==> config.mk <==
export PLATFORM = sky130hd
export DESIGN_NAME = dht11_responder
export DESIGN_NICKNAME = d
export VERILOG_FILES = /design/src/rtl/dht11_responder.sv
export SDC_FILE = /design/constraint.sdc
export NUM_CORES = 1
export LEC_CHECK = 0
export BUFFER_PORTS_ARGS = -buffer_cell sky130_fd_sc_hd__buf_2
export CORE_MARGIN = 1.5
export CORE_UTILIZATION = 52
export CTS_CLUSTER_SIZE = 30
export DETAILED_ROUTE_END_ITERATION = 10
export PLACE_DENSITY = 0.76
export SLEW_MARGIN = 10
export SYNTH_ARGS = -nofsm -noshare
export SYNTH_HDL_FRONTEND = slang
export SYNTH_SLANG_ARGS = --single-unit
==> constraint.sdc <==
create_clock -name clock -period 2.79 [get_ports clock]
set_input_delay 0.1395 -clock clock [delete_from_list [all_inputs] [get_ports clock]]
set_output_delay 0.1395 -clock clock [all_outputs]
set_load 0.03 [all_outputs]
==> src/rtl/dht11_responder.sv <==
`default_nettype none
// ============================================================================
// dht11_responder : DHT11 sensor-side emulator (start detect, ack, 40-bit frame)
// Revision        : 1.0
// ============================================================================
module dht11_responder #(
  parameter int unsigned START_LOW_MIN = 900_000,
  parameter int unsigned WAIT_HOST     = 1_500,
  parameter int unsigned RESP_LOW      = 4_000,
  parameter int unsigned RESP_HIGH     = 4_000,
  parameter int unsigned BIT_LOW       = 2_500,
  parameter int unsigned BIT0_HIGH     = 1_300,
  parameter int unsigned BIT1_HIGH     = 3_500,
  parameter int unsigned END_LOW       = 2_500
) (
  input  logic        clock,
  input  logic        reset,
  input  logic        enable,
  input  logic        line_in,
  input  logic [39:0] data_in,
  output logic        line_oe,
  output logic        busy,
  output logic        done,
  output logic        ignored_start
);

  // Phases end when the counter reaches length-1, so each lasts exactly its length.
  localparam logic [19:0] START_MIN      = 20'(START_LOW_MIN);
  localparam logic [19:0] WAIT_LAST      = 20'(WAIT_HOST - 1);
  localparam logic [19:0] RESP_LOW_LAST  = 20'(RESP_LOW - 1);
  localparam logic [19:0] RESP_HIGH_LAST = 20'(RESP_HIGH - 1);
  localparam logic [19:0] BIT_LOW_LAST   = 20'(BIT_LOW - 1);
  localparam logic [19:0] BIT0_LAST      = 20'(BIT0_HIGH - 1);
  localparam logic [19:0] BIT1_LAST      = 20'(BIT1_HIGH - 1);
  localparam logic [19:0] END_LAST       = 20'(END_LOW - 1);
  localparam logic [19:0] CNT_MAX        = 20'hF_FFFF;
  localparam logic [5:0]  LAST_BIT       = 6'd39;

  typedef enum logic [3:0] {
    IDLE, HOST_LOW, WAIT_H, ACK_L, ACK_H, BIT_L, BIT_H, END_L, WAIT_IDLE
  } state_t;

  state_t      state, state_n;
  logic        sync_a, sync_b, s;
  logic [19:0] counter, counter_n;
  logic [5:0]  index, index_n;
  logic [39:0] data_q, data_n;
  logic        oe_n, busy_n, done_n, ign_n;
  logic [19:0] high_last;

  assign s         = sync_b;
  assign high_last = data_q[index] ? BIT1_LAST : BIT0_LAST;

  always_ff @(posedge clock) begin
    if (reset) begin
      sync_a        <= 1'b1;
      sync_b        <= 1'b1;
      state         <= IDLE;
      counter       <= '0;
      index         <= '0;
      data_q        <= '0;
      line_oe       <= 1'b0;
      busy          <= 1'b0;
      done          <= 1'b0;
      ignored_start <= 1'b0;
    end else begin
      sync_a        <= line_in;
      sync_b        <= sync_a;
      state         <= state_n;
      counter       <= counter_n;
      index         <= index_n;
      data_q        <= data_n;
      line_oe       <= oe_n;
      busy          <= busy_n;
      done          <= done_n;
      ignored_start <= ign_n;
    end
  end

  always_comb begin
    state_n = state;
    index_n = index;
    data_n  = data_q;
    done_n  = 1'b0;
    ign_n   = 1'b0;

    case (state)
      IDLE:      if (!s) state_n = HOST_LOW;
      HOST_LOW: begin
        if (s) begin
          if (counter >= START_MIN) begin
            state_n = WAIT_H;
            data_n  = data_in;
          end else begin
            state_n = IDLE;
            ign_n   = 1'b1;
          end
        end
      end
      WAIT_H:    if (counter == WAIT_LAST) state_n = ACK_L;
      ACK_L:     if (counter == RESP_LOW_LAST) state_n = ACK_H;
      ACK_H: begin
        if (counter == RESP_HIGH_LAST) begin
          state_n = BIT_L;
          index_n = '0;
        end
      end
      BIT_L:     if (counter == BIT_LOW_LAST) state_n = BIT_H;
      BIT_H: begin
        if (counter == high_last) begin
          if (index == LAST_BIT) begin
            state_n = END_L;
          end else begin
            state_n = BIT_L;
            index_n = index + 6'd1;
          end
        end
      end
      END_L: begin
        if (counter == END_LAST) begin
          state_n = WAIT_IDLE;
          done_n  = 1'b1;
        end
      end
      // Hold off until our own trailing low has cleared the synchronizer.
      WAIT_IDLE: if (s) state_n = IDLE;
      default:   state_n = IDLE;
    endcase

    if (!enable) begin
      state_n = IDLE;
      done_n  = 1'b0;
      ign_n   = 1'b0;
    end

    if (state_n != state)
      counter_n = (state_n == HOST_LOW) ? 20'd1 : 20'd0;
    else if (state == HOST_LOW)
      counter_n = (counter == CNT_MAX) ? counter : counter + 20'd1;
    else if (state == IDLE || state == WAIT_IDLE)
      counter_n = '0;
    else
      counter_n = counter + 20'd1;

    oe_n   = (state_n == ACK_L) || (state_n == BIT_L) || (state_n == END_L);
    busy_n = (state_n == WAIT_H) || (state_n == ACK_L) || (state_n == ACK_H) ||
             (state_n == BIT_L)  || (state_n == BIT_H) || (state_n == END_L);
  end

endmodule
`default_nettype wire

==> reports/results.tsv <==
metric	value	unit
period_share	102.2	%
antenna_found_initial	0	
num_vias	3838	
setup_viol	22	
crit_path_end_kind	register	
cts_root_buf	clkbuf_8	
max_freq	0.3508	GHz
die_width	89.74	um
p_seq_share	53.8	%
hold_violations	0	
synth.area.mux_share	5.788	%
antenna_cells	0	
htreeDepth	3	
synth_ff_type	dfxtp_1	
synthAdderAreaFrac	0.9594	%
die_area	8053	um2
ys_ff_latch	76	
rows	31	
path_max_fanout	15	
cts_tree	yes	
yosys.area.top_type_share	38.89	%
synthTopCellsByArea	dfxtp_1 (39%), nand2_1 (12%), a21oi_1 (8.4%)	
worstReg2RegStart	counter[13]	
ant_nets	0	
synth_edf_count	0	
path_clk_slew	0.09	ns
area_delta_synth_final	23.95	%
reg2reg_setup_slack	-0.06	ns
wl_per_cell	14.46	um
peakVddDrop	0.2900	mV
place_ws	-0.1107	ns
cp-startpoint	counter[13]	
p_int	1.539	mW
cellLeakagePower	1.678	nW
slowest_delay	0.59	ns
worstPathCellList	or4_4, nor4_4, nand3_2, or4b_4, a41o_1, a211oi_4, o311ai_4, buf_12, a21oi_2	
io-pin-count	48	
required	3.08	ns
port_buffers	47	
grt.overflow.total	0	
fp.dieH	89.74	um
ys_seq_area_share	38.89	%
place_congestion	0.8869	
clkPwrFrac	42.2	%
skew	0.01300	ns
layout_setup_ws	-0.06042	ns
syn_area_per_cell	7.841	um2
maxCapViolCount	0	
fin_cells	681	
vias_per_cell	5.636	
failed_checks	setup timing	
crit_end	counter[2]	
hp-class	input port to register	
slew_headroom	48.38	%
fin_crit	2.850	ns
synthesis.area	3913	um2
switching_share	23.75	%
numCtsBuffers	9	
core_area	7253	um2
cpMaxStageDelayCell	or4_4	
ys_async_sr_fraction	0	%
clock_path_buffers	2	
grt_pass1_wl	16140	um
start_util	53.94	%
r2r_end	counter[2]	
drc	0	
synth_xor_area_share	3.358	%
drt_iter0_markers	265	
drt-total-wl	9844	um
rsz0062_at_grt	true	
dpl.cell_count	658	
yosys.area_share.simple	28.59	%
drt_pass1_iterations	5	
nets	624	
switching_power	0.4792	mW
rr_worst_depth	9	
worst_pin_slew	0.7548	ns
grt_usage	24.34	%
hpwlAfterDp	6870	um
status	finished with violations	
synth_compound_area_share	18.42	%
power_density	416.1	nW/um2
grt_max_degree	42	
worstSetupPathType	register to register	
cts.sinks	76	
final_layout_size_suffix_gt1_share	26.29	%
synth_cell_types	57	
synth_largest_area_cell	dfxtp_1	
cp.arrival	3.14	ns
start_kind	register	
maxSlewViolCount	0	
synth_top_family_by_area	simple AND/OR/NAND/NOR gates	
clock_latency	0.36	ns
post_synth_inst_count	499	
synth.net_count	546	
ys_warn_count	0	
p_comb_share	4.0	%
grt_pass1_vias	3588	
[per-stage QoR]
stage          total power, mW  setup TNS [ns]  hold WS [ns]  cell area [um2]  utilization (%)
3_3_place_gp             1.188         -0.7993        0.3222             4511            62.19
6_report                 2.018         -0.7849       0.01250             4850            66.86
5_1_grt                  2.080          -2.618       0.01222             4850            66.86
4_1_cts                  2.025         -0.2915      0.004453             4792            66.07
2_1_floorplan            1.145               0        0.2433             3918                -
3_5_place_dp             1.189          -1.974        0.3248             4511            62.19
[cells in the mapped netlist (2+ instances only)]
library cell	number
a2111oi_0	2
a211oi_1	6
a21boi_0	2
a21o_1	2
a21oi_1	66
a21oi_2	4
a22oi_1	4
a31oi_1	5
a41o_1	3
and2_1	6
and3_1	4
and4_1	2
buf_1	2
buf_2	2
clkbuf_1	26
dfxtp_1	76
ha_1	3
inv_1	7
mux2i_1	17
mux4_2	2
nand2_1	124
nand2b_1	4
nand3_1	18
nand3b_1	2
nand4_1	6
nor2_1	20
nor2_2	6
nor2b_1	5
nor3_1	5
nor4_1	7
o21ai_0	7
o22ai_1	2
o31ai_1	5
or2_2	4
or3_1	3
or4_1	6
xnor2_1	13
xor2_1	2
[layout make-up]
cell class              count  area, um2
fillers                   623       2404
multi-input cells         384       2325
flip-flops and latches     76       1526
repair buffers             98      645.6
clock buffers               9      123.9
well taps                  99      123.9
clock inverters             7      75.07
inverters                   8      30.03
[kinds of logic after synthesis]
group	count (synthesis)
muxes	20
AOI/OAI and AO/OA	115
and+or+nand+nor	231
xor gates and xnor gates	15
buffers and inverters	39
adders and majority gates	3
DFF	76
[worst max-delay path, delay by kind of cell (launching register included)]
kind | cells | cell delay, ns
DFF | 1 | 0.32
AOI/OAI and AO/OA | 4 | 0.81
buffers and inverters | 1 | 0.19
and+or+nand+nor | 4 | 1.45
[layer usage]
metal  part of all wire [%]  global-route usage (%)  up-vias
met5                      0                       0        -
met4                    1.8                   11.11        0
met3                    6.1                   3.892       20
met2                     46                   38.68      133
met1                     46                   32.55     1780
li1                       -                       -     1905
[worst min path at each step]
stage | start | to | slack [ns] | cells past startpoint
after detailed placement | line_in | sync_a | 0.32 | 2
after floorplan | line_in | sync_a | 0.24 | 1
after global routing | data_in[37] | data_q[37] | 0.01 | 3
after CTS | data_in[0] | data_q[0] | 0.004 | 3
after global placement | line_in | sync_a | 0.32 | 2
final | data_in[0] | data_q[0] | 0.01 | 3
[repair_timing]
action	CTS	global route
setup buffers	4	2
setup endpoints to repair	25	27
pin swaps	1	4
hold buffers	1	0
endpoints found under the hold margin	1	0
gates resized for setup	10	9
[power by group through the flow]
stage	clock network [mW]	registers [mW]	logic, mW
floorplan	0	1.11	0.0333
global placement	0	1.11	0.0761
detailed placement	0	1.11	0.0769
CTS	0.859	1.09	0.0796
global route	0.905	1.09	0.0881
finish	0.851	1.09	0.0808
[state kept, by name, summed over array words and instances, names as in the netlist]
| register | flops |
|---|---|
| data_q | 40 |
| counter | 20 |
| index | 6 |
| state | 4 |
| busy | 1 |
| done | 1 |
| ignored_start | 1 |
| line_oe | 1 |
| s | 1 |
| sync_a | 1 |
[layout by cell type, fill, tap and decap left out, drive strengths merged, types with 3 or more instances in the layout]
master and count:
nand2 124, buf 97, dfxtp 76, a21oi 70
nor2 26, nand3 19, mux2i 17, xnor2 13
clkbuf 9, nor4 9, inv 8, o21ai 8
a211oi 7, or4 7, and2 6, nand4 6
nor3 6, nor2b 5, a31oi 5, o31ai 5
and3 4, a22oi 4, nand2b 4, or2 4
or3 3, a41o 3, clkinvlp 3, ha 3
clkinv 3
Note: power is estimated with default switching activity, not from simulation.
